--- src/rtl/br_predict_resolve.sv ---
// Branch prediction and resolution unit: BHT of saturating counters read by IF,
// condition evaluation, redirect generation and training in EX, plus perf counters.
module br_predict_resolve #(
  parameter int PC_W      = 16,
  parameter int BHT_DEPTH = 16,
  parameter int CTR_W     = 2,
  parameter int CNT_W     = 16
) (
  input  logic             clk,
  input  logic             rst_n,
  input  logic [PC_W-1:0]  pc_IF,
  output logic             pred_taken_IF,
  input  logic [PC_W-1:0]  pc_ID_EX,
  input  logic             pred_taken_ID_EX,
  input  logic             br_instr_ID_EX,
  input  logic             jmp_imm_ID_EX,
  input  logic             jmp_reg_ID_EX,
  input  logic [2:0]       cc_ID_EX,
  input  logic             clk_z_ID_EX,
  input  logic             clk_nv_ID_EX,
  input  logic             zr,
  input  logic             neg,
  input  logic             ov,
  input  logic             stall_ID_EX,
  input  logic             clr_stats,
  output logic             flow_change_ID_EX,
  output logic             actual_taken_ID_EX,
  output logic             zr_EX_DM,
  output logic [CNT_W-1:0] br_count,
  output logic [CNT_W-1:0] mispred_count
);

  localparam int IDX_W = (BHT_DEPTH > 1) ? $clog2(BHT_DEPTH) : 1;
  localparam logic [CTR_W-1:0] CTR_INIT = CTR_W'((1 << (CTR_W - 1)) - 1);
  localparam logic [CTR_W-1:0] CTR_MAX  = '1;
  localparam logic [CNT_W-1:0] CNT_MAX  = '1;

  typedef enum logic [2:0] {
    CC_NE = 3'b000,
    CC_EQ = 3'b001,
    CC_GT = 3'b010,
    CC_LT = 3'b011,
    CC_GE = 3'b100,
    CC_LE = 3'b101,
    CC_OV = 3'b110,
    CC_UN = 3'b111
  } cc_e;

  logic [CTR_W-1:0] bht [BHT_DEPTH];
  logic [IDX_W-1:0] idx_if;
  logic [IDX_W-1:0] idx_ex;
  logic             neg_f;
  logic             ov_f;
  logic             cond;
  logic             is_jump;
  logic             train;
  logic             mispred;
  logic             unused_pc;

  assign idx_if = pc_IF[IDX_W-1:0];
  assign idx_ex = pc_ID_EX[IDX_W-1:0];

  // Only the low PC bits index the table; the rest are intentionally ignored.
  assign unused_pc = ^{pc_IF[PC_W-1:IDX_W], pc_ID_EX[PC_W-1:IDX_W]};

  // Flags seen by EX are those of the previous flag-setting instruction.
  // NOTE: sequential state uses non-blocking (<=) so every flop samples pre-edge values.
  always_ff @(posedge clk or negedge rst_n) begin
    if (!rst_n) begin
      zr_EX_DM <= 1'b0;
      neg_f    <= 1'b0;
      ov_f     <= 1'b0;
    end else if (!stall_ID_EX) begin
      if (clk_z_ID_EX) zr_EX_DM <= zr;
      if (clk_nv_ID_EX) begin
        neg_f <= neg;
        ov_f  <= ov;
      end
    end
  end

  // NOTE: give every always_comb output a default first so no path infers a latch.
  always_comb begin
    cond = 1'b0;
    case (cc_e'(cc_ID_EX))
      CC_NE:   cond = ~zr_EX_DM;
      CC_EQ:   cond = zr_EX_DM;
      CC_GT:   cond = ~zr_EX_DM & ~neg_f;
      CC_LT:   cond = neg_f;
      CC_GE:   cond = zr_EX_DM | ~neg_f;
      CC_LE:   cond = neg_f | zr_EX_DM;
      CC_OV:   cond = ov_f;
      CC_UN:   cond = 1'b1;
      default: cond = 1'b0;
    endcase
  end

  assign is_jump            = jmp_imm_ID_EX | jmp_reg_ID_EX;
  assign mispred            = cond ^ pred_taken_ID_EX;
  assign actual_taken_ID_EX = is_jump | (br_instr_ID_EX & cond);
  assign flow_change_ID_EX  = is_jump | (br_instr_ID_EX & mispred);

  // A jump colliding with a branch flag wins and suppresses training.
  assign train = br_instr_ID_EX & ~is_jump & ~stall_ID_EX;

  // IF reads the pre-update value on a same-index collision.
  assign pred_taken_IF = bht[idx_if][CTR_W-1];

  // NOTE: the table must come out of reset weakly not-taken, so every entry is reset
  // explicitly; this keeps it in flops rather than a RAM macro.
  always_ff @(posedge clk or negedge rst_n) begin
    if (!rst_n) begin
      for (int i = 0; i < BHT_DEPTH; i++) bht[i] <= CTR_INIT;
    end else if (train) begin
      if (cond) begin
        if (bht[idx_ex] != CTR_MAX) bht[idx_ex] <= bht[idx_ex] + CTR_W'(1);
      end else begin
        if (bht[idx_ex] != '0) bht[idx_ex] <= bht[idx_ex] - CTR_W'(1);
      end
    end
  end

  // Perf counters: clear dominates, increments saturate at all-ones.
  always_ff @(posedge clk or negedge rst_n) begin
    if (!rst_n) begin
      br_count      <= '0;
      mispred_count <= '0;
    end else if (clr_stats) begin
      br_count      <= '0;
      mispred_count <= '0;
    end else if (train) begin
      if (br_count != CNT_MAX) br_count <= br_count + CNT_W'(1);
      if (mispred && (mispred_count != CNT_MAX)) mispred_count <= mispred_count + CNT_W'(1);
    end
  end

endmodule

--- config.mk ---
export PLATFORM = sky130hd
export DESIGN_NAME = br_predict_resolve
export DESIGN_NICKNAME = d
export VERILOG_FILES = /design/src/rtl/br_predict_resolve.sv
export SDC_FILE = /design/constraint.sdc
export NUM_CORES = 1
export LEC_CHECK = 0
export ABC_AREA = 1
export ABC_CLOCK_PERIOD_IN_PS = 5100
export CORE_MARGIN = 8
export CORE_UTILIZATION = 39
export DETAILED_ROUTE_END_ITERATION = 6
export PLACE_DENSITY = 0.59
export SYNTH_ARGS = -nofsm -noshare
export SYNTH_HDL_FRONTEND = slang
export SYNTH_SLANG_ARGS = --single-unit
--- constraint.sdc ---
create_clock -name clk -period 5.1 [get_ports clk]
set_clock_uncertainty 0.15 [all_clocks]
set_input_delay 1.02 -clock clk [delete_from_list [all_inputs] [get_ports clk]]
set_output_delay 1.02 -clock clk [all_outputs]
set_load 0.02 [all_outputs]
# Yosys cells after proc, flatten, opt, wreduce, memory -nomap -nowiden
# Cells that the tools add are included.
dict set report op_classes {
  n_addsub 4
  n_lt_le_gt_ge 3
  eq_ne 11
  n_mux 20
  bitwise 17
  reduce_logical 13
}
# op count
set op_table {}
lappend op_table {{2-to-1 mux 16 bit} 6}
lappend op_table {{2-to-1 mux 32 bit} 3}
lappend op_table {{bitwise mux 32 bit} 2}
lappend op_table {{adder 16 x 1 -> 16 bit, second input constant} 2}
lappend op_table {{!= test 16 bit, second input constant} 2}
lappend op_table {{binary-select mux 2 bit (select 4 bit)} 2}
lappend op_table {{equality test 3 bit, second input constant} 4}
lappend op_table {{greater-or-equal comparator 5 bit, second input constant} 2}
lappend op_table {{2-to-1 mux 2 bit} 5}
lappend op_table {{inverter 4 -> 5 bit} 2}
lappend op_table {{nonzero test 2 bit} 5}
lappend op_table {{demux 2 bit (select 4 bit)} 1}
lappend op_table {{one-hot mux 1 bit (8 select lines)} 1}
lappend op_table {{AND reduction 2 bit} 4}
lappend op_table {{equality test 3 x 2 -> 1 bit, second input constant} 2}
lappend op_table {{bitwise AND 1 bit} 5}
lappend op_table {{< comparator 5 x 1 -> 1 bit, second input constant} 1}
lappend op_table {{bitwise OR 1 bit} 5}
lappend op_table {{inverter 1 bit} 4}
lappend op_table {{equality test 3 x 1 -> 1 bit, second input constant} 1}
lappend op_table {{zero test 3 bit} 1}
lappend op_table {{AND reduction 3 bit} 1}
lappend op_table {{adder 2 x 1 -> 2 bit, second input constant} 1}
lappend op_table {{logical AND 1 bit} 2}
lappend op_table {{4 further kinds} 4}
dict set report word_totals {
  register_bits 67
  inputBits 48
}

# Depth between registers and ports, before layout
# Gate-level depths: netlist of the first run.
dict set report logic_depth {
  word_depth 8
  ltp_mapped 18
}

# Least setup slack after synthesis of the first run
# Ideal clock, no wire load.
dict set report synth_timing {
  kind {input -> register}
  start {input port pc_ID_EX[1]}
  end {register bht[1] (netlist bit)}
  t_arrival_ps 2850
  path_slack_ps 1974
  stages 17
  path_buffers 2
  cell_sequence {inv_2 nand2_2 nor2_1 nor2_1 nand2_1 nand2_1 nand2_2 nor2_4 buf_6 inv_2 ha_1 buf_1 inv_1 nand2_1 o21ai_0 inv_1 o21ai_1}
}
dict set report synth_between {
  elab_chain_cells 8
}
# element line_no
set synth_lines {}
lappend synth_lines {{start, declared} 13} ;# input logic [PC_W-1:0] pc_ID_EX,
lappend synth_lines {{inverter 4 -> 5 bit (implied by the code) *} {116, 118}}
lappend synth_lines {{binary-select mux 2 bit (select 4 bit) (tied with other cells)} {116, 118}}
lappend synth_lines {{2-to-1 mux 2 bit (implied by the code) or logical AND 1 bit (tied branches)} {116, 118}}
lappend synth_lines {{2-to-1 mux 2 bit (implied by the code)} {116, 118}}
lappend synth_lines {{subtractor 2 x 1 -> 2 bit (tied with other cells)} 118} ;# if (bht[idx_ex] != '0) bht[idx_ex] <= bht[idx_ex] - CTR_W'(1);
lappend synth_lines {{bitwise mux 32 bit (on tied branches)} {118, 116}}
lappend synth_lines {{2-to-1 mux 32 bit (on tied branches)} {118, 116}}
lappend synth_lines {{2-to-1 mux 32 bit} 115} ;# if (cond) begin
lappend synth_lines {{end, declared} 49} ;# logic [CTR_W-1:0] bht [BHT_DEPTH];
# Every way passes the cells marked *; elsewhere a longest branch is shown, timed or not. The select of a mux whose other input is x is not followed.
# A chain may end at the register's enable or synchronous reset.

# Worst setup path in the final report of the first run
dict set report layout_timing {
  start {input port cc_ID_EX[1]}
  end {output port flow_change_ID_EX}
}
dict set report layout_between {
  elab_chain_cells 5
}
# element line_no
set layout_lines {}
lappend layout_lines {{start, declared} 18} ;# input logic [2:0] cc_ID_EX,
lappend layout_lines {{equality test 3 bit (tied with other cells)} 85} ;# case (cc_e'(cc_ID_EX))
lappend layout_lines {{one-hot mux 1 bit (8 select lines) *} 85}
lappend layout_lines {{bitwise XOR 1 bit *} 99} ;# assign mispred = cond ^ pred_taken_ID_EX;
lappend layout_lines {{bitwise AND 1 bit *} 101} ;# assign flow_change_ID_EX = is_jump | (br_instr_ID_EX & mispred);
lappend layout_lines {{bitwise OR 1 bit *} 101}
lappend layout_lines {{end, declared} 26} ;# output logic flow_change_ID_EX,
# Every way passes the cells marked *; elsewhere a longest branch is shown, timed or not.

==> results.md, run 1 <==
* Worst Hold Margin at 0.323 ns
* GRT Resource Usage Total at between 15 and 20%
* Largest voltage drop on the vdd net at ~0.00034 V
* Worst hold path type: reg2reg
* Max-Slew Margin vs Limit at ~43%
* Avg Cell Area, Syn at between 7 and 8 sq um
* M3 GR Usage at under 10%
* Biggest area consumer among synthesized cells: sky130_fd_sc_hd__dfrtp_1
* Unrepaired setup endpoints after global routing: false
* Kind of start point of the critical path: input port
* Largest net degree at the start of global routing at 38
* Sequential element share of the synthesized area at between 30% and 40%
* Avg Vias per Cell at ~5.2
* Vias after detailed routing at 4,233
* Overflow after GRT at 0
* Number of failing setup endpoints in the final timing report at 0
* Die Span X at 125 um
* GR Layer Usage met2 at between 20% and 30%
* Category of the critical setup timing path: in2out
* Placer Congestion at approximately 0.88
* Number of cell rows at 39
* Final hold violations at 0
* Initial cell density of the core at approximately two fifths
* Global-route wire length before repair at around 21,000 um
* Commonest register cell after synthesis: sky130_fd_sc_hd__dfrtp_1
* Skew-Pair Late Insertion Delay at 0.34 ns
* Maximum clock rate at roughly 0.23 GHz
* Power per unit of standard cell area at about 270 nW/um^2
* Area Overhead vs Synth at 21.6%
* Io pins at 84
* Worst Path Max Fanout at 20
* Number of setup buffers added after CTS at 0
* CORE AREA at 11,500 sq um
* Net total in the final layout at between 700 and 800
* Ratio of cells with drive above 1 in the final layout at between 10 and 15%
* Final worst slack at a little under 0.8 ns
* Post-DRT Antenna Nets at 0
* Antenna violations before repair at 0
* CTS tree: built
* Number of nets produced by synthesis at 660
* GR Layer Usage met1 at 19.8%
* EDFF count, synth at 0
* Via count of the first global-routing pass at 4,339
* Number of cells on the worst reg-to-reg path at 10
* Fin crit period at around 4.3 ns
* Clock root cell: sky130_fd_sc_hd__clkbuf_16
* Number of design rule violations left after detail routing at 0
* Proportion of synthesized flip-flops having asynchronous set or reset at 100%
* Post-Place Setup Slack at between 0.7 and 0.8 ns
* Number of gates resized after CTS at 0
* Start of the worst register-to-register path: bht[7]
* Overall power of the completed layout at about 1.5 mW
* Final period util at around 85%
* Nature of the critical path endpoint: output port
* YS warnings at 0
* Drt initial violations at about 260
* Wire length per cell at approximately 15 um
* Fraction of synthesized cell area taken by the top area cell type at 27.6%
* Drt pass-1 iters at 4
* Hpwl dp at 8700 um
* Clock transition at the registers of the reported paths at 0.05 ns
* Clock buffer depth at 2
* Ranking of synthesized cells by area: sky130_fd_sc_hd__dfrtp_1, sky130_fd_sc_hd__nand2_1, sky130_fd_sc_hd__dfstp_2
* Synthesized flop and latch total at 67
* Most Crowded Layer GR: met2
* Aggregate negative setup slack at 0 ns
* Status: complete, no violations
* Antenna cell count at 0
* Number of port buffers at 59
* Pin slew with the least headroom to its limit at around 0.86 ns
* Total clock sinks at 67
* Overall die height at ~120 um
* Number of buffers inserted during clock tree synthesis at 9
* Area enclosed by the die boundary at 15,600 sq um
* Max-slew violation count at 0
* Maximum capacitance violations at 0
* Flop-to-flop setup slack at ~2.5 ns
* Data required time of the worst path at 3.93 ns
* Maximum level of the CTS H-tree at 3
* Synthesized instance count at around 600
* Endpoint arrival time on the critical path at about 3.1 ns
* Number of different library cells in the post-synthesis netlist at a little over 40
* Reported leakage power at between 2 and 2.5 nW
* Final Routed Wirelength at ~12,000 um
* Post-Synthesis Cell Area at around 4600 sq um
* Instance count along the most critical hold path at 2
* Number of buffers added to fix hold violations after cts at 0
worst max-delay path: stages:
cell                              delay (ns)
sky130_fd_sc_hd__clkdlybuf4s50_1        0.47
sky130_fd_sc_hd__nor2_1                 0.17
sky130_fd_sc_hd__a21oi_1                0.09
sky130_fd_sc_hd__nand2_1                0.13
sky130_fd_sc_hd__nand2_2                0.32
sky130_fd_sc_hd__nand2_8                0.18
sky130_fd_sc_hd__nand3_1                0.07
sky130_fd_sc_hd__nand2_1                0.06
sky130_fd_sc_hd__clkdlybuf4s50_1        0.61
worst max path at each step:
| stage | depth (start not counted) | slack [ns] | from | end |
|---|---|---|---|---|
| after CTS | 9 | 0.77 | cc_ID_EX[1] | flow_change_ID_EX |
| after detailed placement | 9 | 0.77 | cc_ID_EX[1] | flow_change_ID_EX |
| after global routing | 9 | 0.66 | cc_ID_EX[1] | flow_change_ID_EX |
| final | 9 | 0.79 | cc_ID_EX[1] | flow_change_ID_EX |
| after global placement | 11 | 0.81 | cc_ID_EX[1] | flow_change_ID_EX |
| after floorplan | 17 | 1.97 | pc_ID_EX[1] | bht[1] |
layout make-up:
class	count	area, sq um
clock buffer	11	243
clock inverter	5	85.1
fill	1185	5880
inverter	58	225
multi-input combinational	465	2570
sequential	67	1700
tap	143	179
timing repair buffer	65	631
where the power goes:
group          total, mW  internal [mW]  switching, mW
Clock              0.683          0.444          0.239
Sequential         0.590          0.567         0.0236
Combinational      0.241         0.0798          0.161
per-stage QoR:
step / utilization (%) / area, sq um / instances
floorplan: - / 4630 / 608
global placement: 46.1 / 5300 / 798
detailed placement: 46.1 / 5300 / 798
CTS: 48.9 / 5630 / 814
global route: 48.9 / 5630 / 814
finish: 48.9 / 5630 / 814
kinds of logic after synthesis:
logic type | after synthesis | share of synthesized area, %
and+or+nand+nor | 356 | 39.3
AOI/OAI and AO/OA | 84 | 10.9
buffers and inverters | 76 | 7.78
DFF | 67 | 36.6
xor gates and xnor gates | 16 | 3.19
muxes | 5 | 1.11
adders and majority gates | 4 | 1.08
synth_stat cells, drive strengths merged (5+ instances only):
cell and number:
xor2 13, o21ai 56, a21oi 8, nand2 155, nor2 95, o31ai 5, nor3 8, buf 15
nand4 30, a22oi 8, inv 56, dfrtp 51, nand3 67, dfstp 16
cell usage in the layout (no fill, tap or decap), types with 2 or more instances in the layout:
cell type                         synthesis  layout
sky130_fd_sc_hd__xnor2_1                  3       3
sky130_fd_sc_hd__o21ai_2                  8       8
sky130_fd_sc_hd__nand3_1                 55      55
sky130_fd_sc_hd__a31o_2                   3       3
sky130_fd_sc_hd__dfrtp_1                 51      51
sky130_fd_sc_hd__inv_1                   53      53
sky130_fd_sc_hd__o21ai_1                 20      20
sky130_fd_sc_hd__nand3_2                 11      11
sky130_fd_sc_hd__o211ai_1                 4       4
sky130_fd_sc_hd__inv_2                    2       2
sky130_fd_sc_hd__clkbuf_16                0       9
sky130_fd_sc_hd__xor2_1                  12      12
sky130_fd_sc_hd__nand2_1                146     146
sky130_fd_sc_hd__clkinv_4                 1       2
sky130_fd_sc_hd__mux2i_1                  4       4
sky130_fd_sc_hd__clkdlybuf4s50_1          0      58
sky130_fd_sc_hd__dfstp_2                 16      16
sky130_fd_sc_hd__o31ai_1                  5       5
sky130_fd_sc_hd__a21oi_1                  8       8
sky130_fd_sc_hd__bufinv_16                0       2
sky130_fd_sc_hd__nand4_4                 11      11
sky130_fd_sc_hd__a22oi_1                  8       8
sky130_fd_sc_hd__ha_1                     4       4
sky130_fd_sc_hd__o21ai_0                 28      28
sky130_fd_sc_hd__nand2_8                  2       2
sky130_fd_sc_hd__nor2_4                   3       3
sky130_fd_sc_hd__nor2_1                  92      92
sky130_fd_sc_hd__nand2_2                  6       6
sky130_fd_sc_hd__nand4_1                 19      19
sky130_fd_sc_hd__nor3_1                   8       8
sky130_fd_sc_hd__buf_4                    2       6
layer usage:
metal  vias up  share of wire, %
li1       2144                 -
met1      1993                46
met2        85                48
met3        11               4.5
met4         0               1.0
met5         -                 0
(Power assumes the default switching activity.)
==> run 2, diff against run 1 <==
ABC_CLOCK_PERIOD_IN_PS = 3500   (was 5100)
PLACE_DENSITY = 0.62   (was 0.59)
clock period = 3.5 ns   (was 5.1 ns; I/O delays follow)
==> run 2 against run 1 <==
Wire length fell by 2.7%. First-iteration DRC count is 9.9% lower. Final cell count up 0.86%. Clock-buffer cell count decreased by 1. Die area did not move. Combinational power increased by 53%. Clock power rose by 45%. Total power up 47%. Critical path depth decreased by 1. Sequential cell count unchanged. Hold slack improved by 0.0072 ns. Register-to-register slack got worse by 1.6 ns. Critical endpoint is now actual_taken_ID_EX. Largest power group unchanged.
==> results.md, run 2 (synthesis results as in run 1) <==
* Skew-Pair Late Insertion Delay at 0.34 ns (about the same)
* GRT Resource Usage Total at 16.1% (was 16.3%)
* Pin slew with the least headroom to its limit at 0.877 ns (was 0.856 ns)
* Area enclosed by the die boundary at 15,600 sq um (unchanged)
* Number of setup buffers added after CTS at 0 (unchanged)
* Fin crit period at ~3.3 ns
* Hpwl dp at 8540 um (was 8700 um)
* Sequential cell area in the final layout at 1700 sq um (unchanged)
* Number of failing setup endpoints in the final timing report at 0 (unchanged)
* Switching power at 618 uW (was 423 uW)
* Number of placed cells counting well taps at 805 (was 798)
* Most common library cell in the layout ignoring fill and taps: sky130_fd_sc_hd__nand2_1 (unchanged)
* Kind of start point of the critical path: input port (unchanged)
* Standard cell with the maximum stage delay on the critical path: sky130_fd_sc_hd__clkdlybuf4s50_1 (unchanged)
* Power share of the clock group at 44.6% (was 45.1%)
* Clock root cell: sky130_fd_sc_hd__clkbuf_16 (unchanged)
* Number of gates resized after CTS at 0 (unchanged)
* CTS tree: built (unchanged)
* Global-route wire length before repair at 20,800 um (was 21,200 um)
* Instance count along the most critical hold path at 2 (unchanged)
* Clock buffer depth at 2 (unchanged)
* Antenna violations before repair at 0 (unchanged)
* Die Span X at 125 um (unchanged)
* Highest-count cells in the layout ignoring fill and taps: sky130_fd_sc_hd__nand2_1, sky130_fd_sc_hd__nor2_1, sky130_fd_sc_hd__clkdlybuf4s50_1 (unchanged)
* Reported leakage power at 2.33 nW (was 2.28 nW)
* Post-DRT Antenna Nets at 0 (unchanged)
* Source of the critical timing path: cc_ID_EX[1] (unchanged)
* Part of the power in combinational logic at 16.6% (was 15.9%)
* Unrepaired setup endpoints after global routing: false (unchanged)
* Antenna cell count at 0 (unchanged)
* Clock transition at the registers of the reported paths at 0.05 ns (about the same)
* Switching part of the total power at 27.8% (was 28.0%)
* Number of cell rows at 39 (unchanged)
* Placer Congestion at 0.900 (was 0.879)
* Drt pass-1 iters at 5 (was 4)
* Net total in the final layout at 725 (was 718)
* Top Family by Delay on Critical Path: buffers and inverters (unchanged)
* Overall die height at 125 um (unchanged)
* Drt initial violations at 237 (was 263)
* CP bufs+invs at 2 (unchanged)
* Largest voltage drop on the vdd net at 0.000294 V (was 0.000339 V)
* Status: complete, no violations (unchanged)
* Largest net degree at the start of global routing at 68 (was 38)
* Vias after detailed routing at 4,197 (was 4,233)
* Final Routed Wirelength at 11,900 um (was 12,200 um)
* Overflow after GRT at 0 (unchanged)
* Maximum level of the CTS H-tree at 3 (unchanged)
* Worst hold path type: reg2reg (unchanged)
* Maximum clock rate at ~0.3 GHz
* Final std cells w/o fill at 821 (was 814)
* Overall power of the completed layout at 2.22 mW (was 1.51 mW)
* Fillers at 1,129 (was 1,185)
* Area Overhead vs Synth at 23.2% (was 21.6%)
* Final hold violations at 0 (unchanged)
* Nature of the critical path endpoint: output port (unchanged)
* Largest stage delay on the critical path at 0.60 ns (was 0.61 ns)
* Ratio of cells with drive above 1 in the final layout at 14.5% (was 13.4%)
* Most frequent cell on the critical path: sky130_fd_sc_hd__nand2_1
* Avg Vias per Cell at 5.11 (was 5.20)
* Worst Path Max Fanout at 4 (was 20)
* Flop-to-flop setup slack at 0.97 ns (was 2.53 ns)
* Aggregate negative setup slack at 0 ns (unchanged)
* Endpoint arrival time on the critical path at 2.48 ns (was 3.14 ns)
* Wire length per cell at 14.5 um (was 15.0 um)
* Data required time of the worst path at 2.65 ns (was 3.93 ns)
* Multi-input gate area in the final layout at 2570 sq um (unchanged)
* Max-slew violation count at 0 (unchanged)
* Io pins at 84 (unchanged)
* Relative contribution of sequential cells to total power at 38.8% (was 39.0%)
* Cell-by-cell trace of the critical path: clkdlybuf4s50_1, nor2_1, a21oi_1, nand2_1, nand2_2, nand2_1, nand2_1, clkdlybuf4s50_1 (was clkdlybuf4s50_1, nor2_1, a21oi_1, nand2_1, nand2_2, nand2_8, nand3_1, nand2_1, clkdlybuf4s50_1)
* Category of the critical setup timing path: in2out (unchanged)
* Final period util at a little over nine tenths
* Start of the worst register-to-register path: br_count[0] (was bht[7])
* Number of port buffers at 59 (unchanged)
* Number of buffers inserted during clock tree synthesis at 9 (unchanged)
* Total clock sinks at 67 (unchanged)
* Via count of the first global-routing pass at 4,247 (was 4,339)
* CORE AREA at 11,500 sq um (unchanged)
* Maximum capacitance violations at 0 (unchanged)
* Number of design rule violations left after detail routing at 0 (unchanged)
* Number of buffers added to fix hold violations after cts at 0 (unchanged)
* Number of cells on the worst reg-to-reg path at 8 (was 10)
* End of the worst register-to-register path: br_count[0]
* Max-Slew Margin vs Limit at 41.5% (was 43.0%)
* Worst Hold Margin at 0.330 ns (was 0.323 ns)
* Initial cell density of the core at 40.2% (unchanged)
* Power per unit of standard cell area at 390 nW/um^2 (was 269 nW/um^2)
* Internal power summed over all cells at 1.60 mW (was 1.09 mW)
## run 2: per-layer routing
metal | vias to the layer above | wire length, um | GRT usage (%) | part of all wire (%)
li1 | 2156 | - | - | -
met1 | 1940 | 5520 | 19.6 | 46
met2 | 88 | 5580 | 26.4 | 47
met3 | 13 | 630 | 5.40 | 5.3
met4 | 0 | 157 | 4.80 | 1.3
met5 | - | 0 | 0 | 0
## run 2: final cells by class
cell class                 count  share of cell area, %
multi-input combinational    465                   45.1
tap                          143                   3.14
inverter                      58                   3.95
clock inverter                 6                   1.56
timing repair buffer          72                   12.3
sequential                    67                   29.8
clock buffer                  10                   4.19
## run 2: worst max-delay path by stage
stage | to | cells after the start
finish | actual_taken_ID_EX | 8
global route | actual_taken_ID_EX | 8
CTS | pred_taken_IF | 6
detailed placement | pred_taken_IF | 6
global placement | pred_taken_IF | 6
floorplan | bht[1] | 17
## run 2: power groups by stage
stage               combinational [mW]  clock [mW]  sequential (mW)
floorplan                        0.226           0            0.874
global placement                 0.366           0            0.872
detailed placement               0.371           0            0.874
CTS                              0.373        1.02            0.861
global route                     0.412        1.05            0.866
finish                           0.369       0.991            0.861
## run 2: worst reg2reg max path, stage by stage (launching register included)
cell and delay, ns:
sky130_fd_sc_hd__dfrtp_1 0.43, sky130_fd_sc_hd__ha_1 0.22, sky130_fd_sc_hd__nand3_1 0.17, sky130_fd_sc_hd__nor2_1 0.22, sky130_fd_sc_hd__nand4_1 0.11, sky130_fd_sc_hd__nand2_1 0.56, sky130_fd_sc_hd__inv_1 0.33, sky130_fd_sc_hd__nand3_1 0.13
sky130_fd_sc_hd__o21ai_0 0.09
## run 2: through the flow
| stage | setup slack [ns] | cell area (sq um) | utilization, % |
|---|---|---|---|
| floorplan | 0.694 | 4630 | - |
| global placement | 0.0967 | 5370 | 46.6 |
| detailed placement | 0.0267 | 5370 | 46.6 |
| CTS | 0.0264 | 5700 | 49.5 |
| global route | 0.0888 | 5700 | 49.5 |
| finish | 0.171 | 5700 | 49.5 |
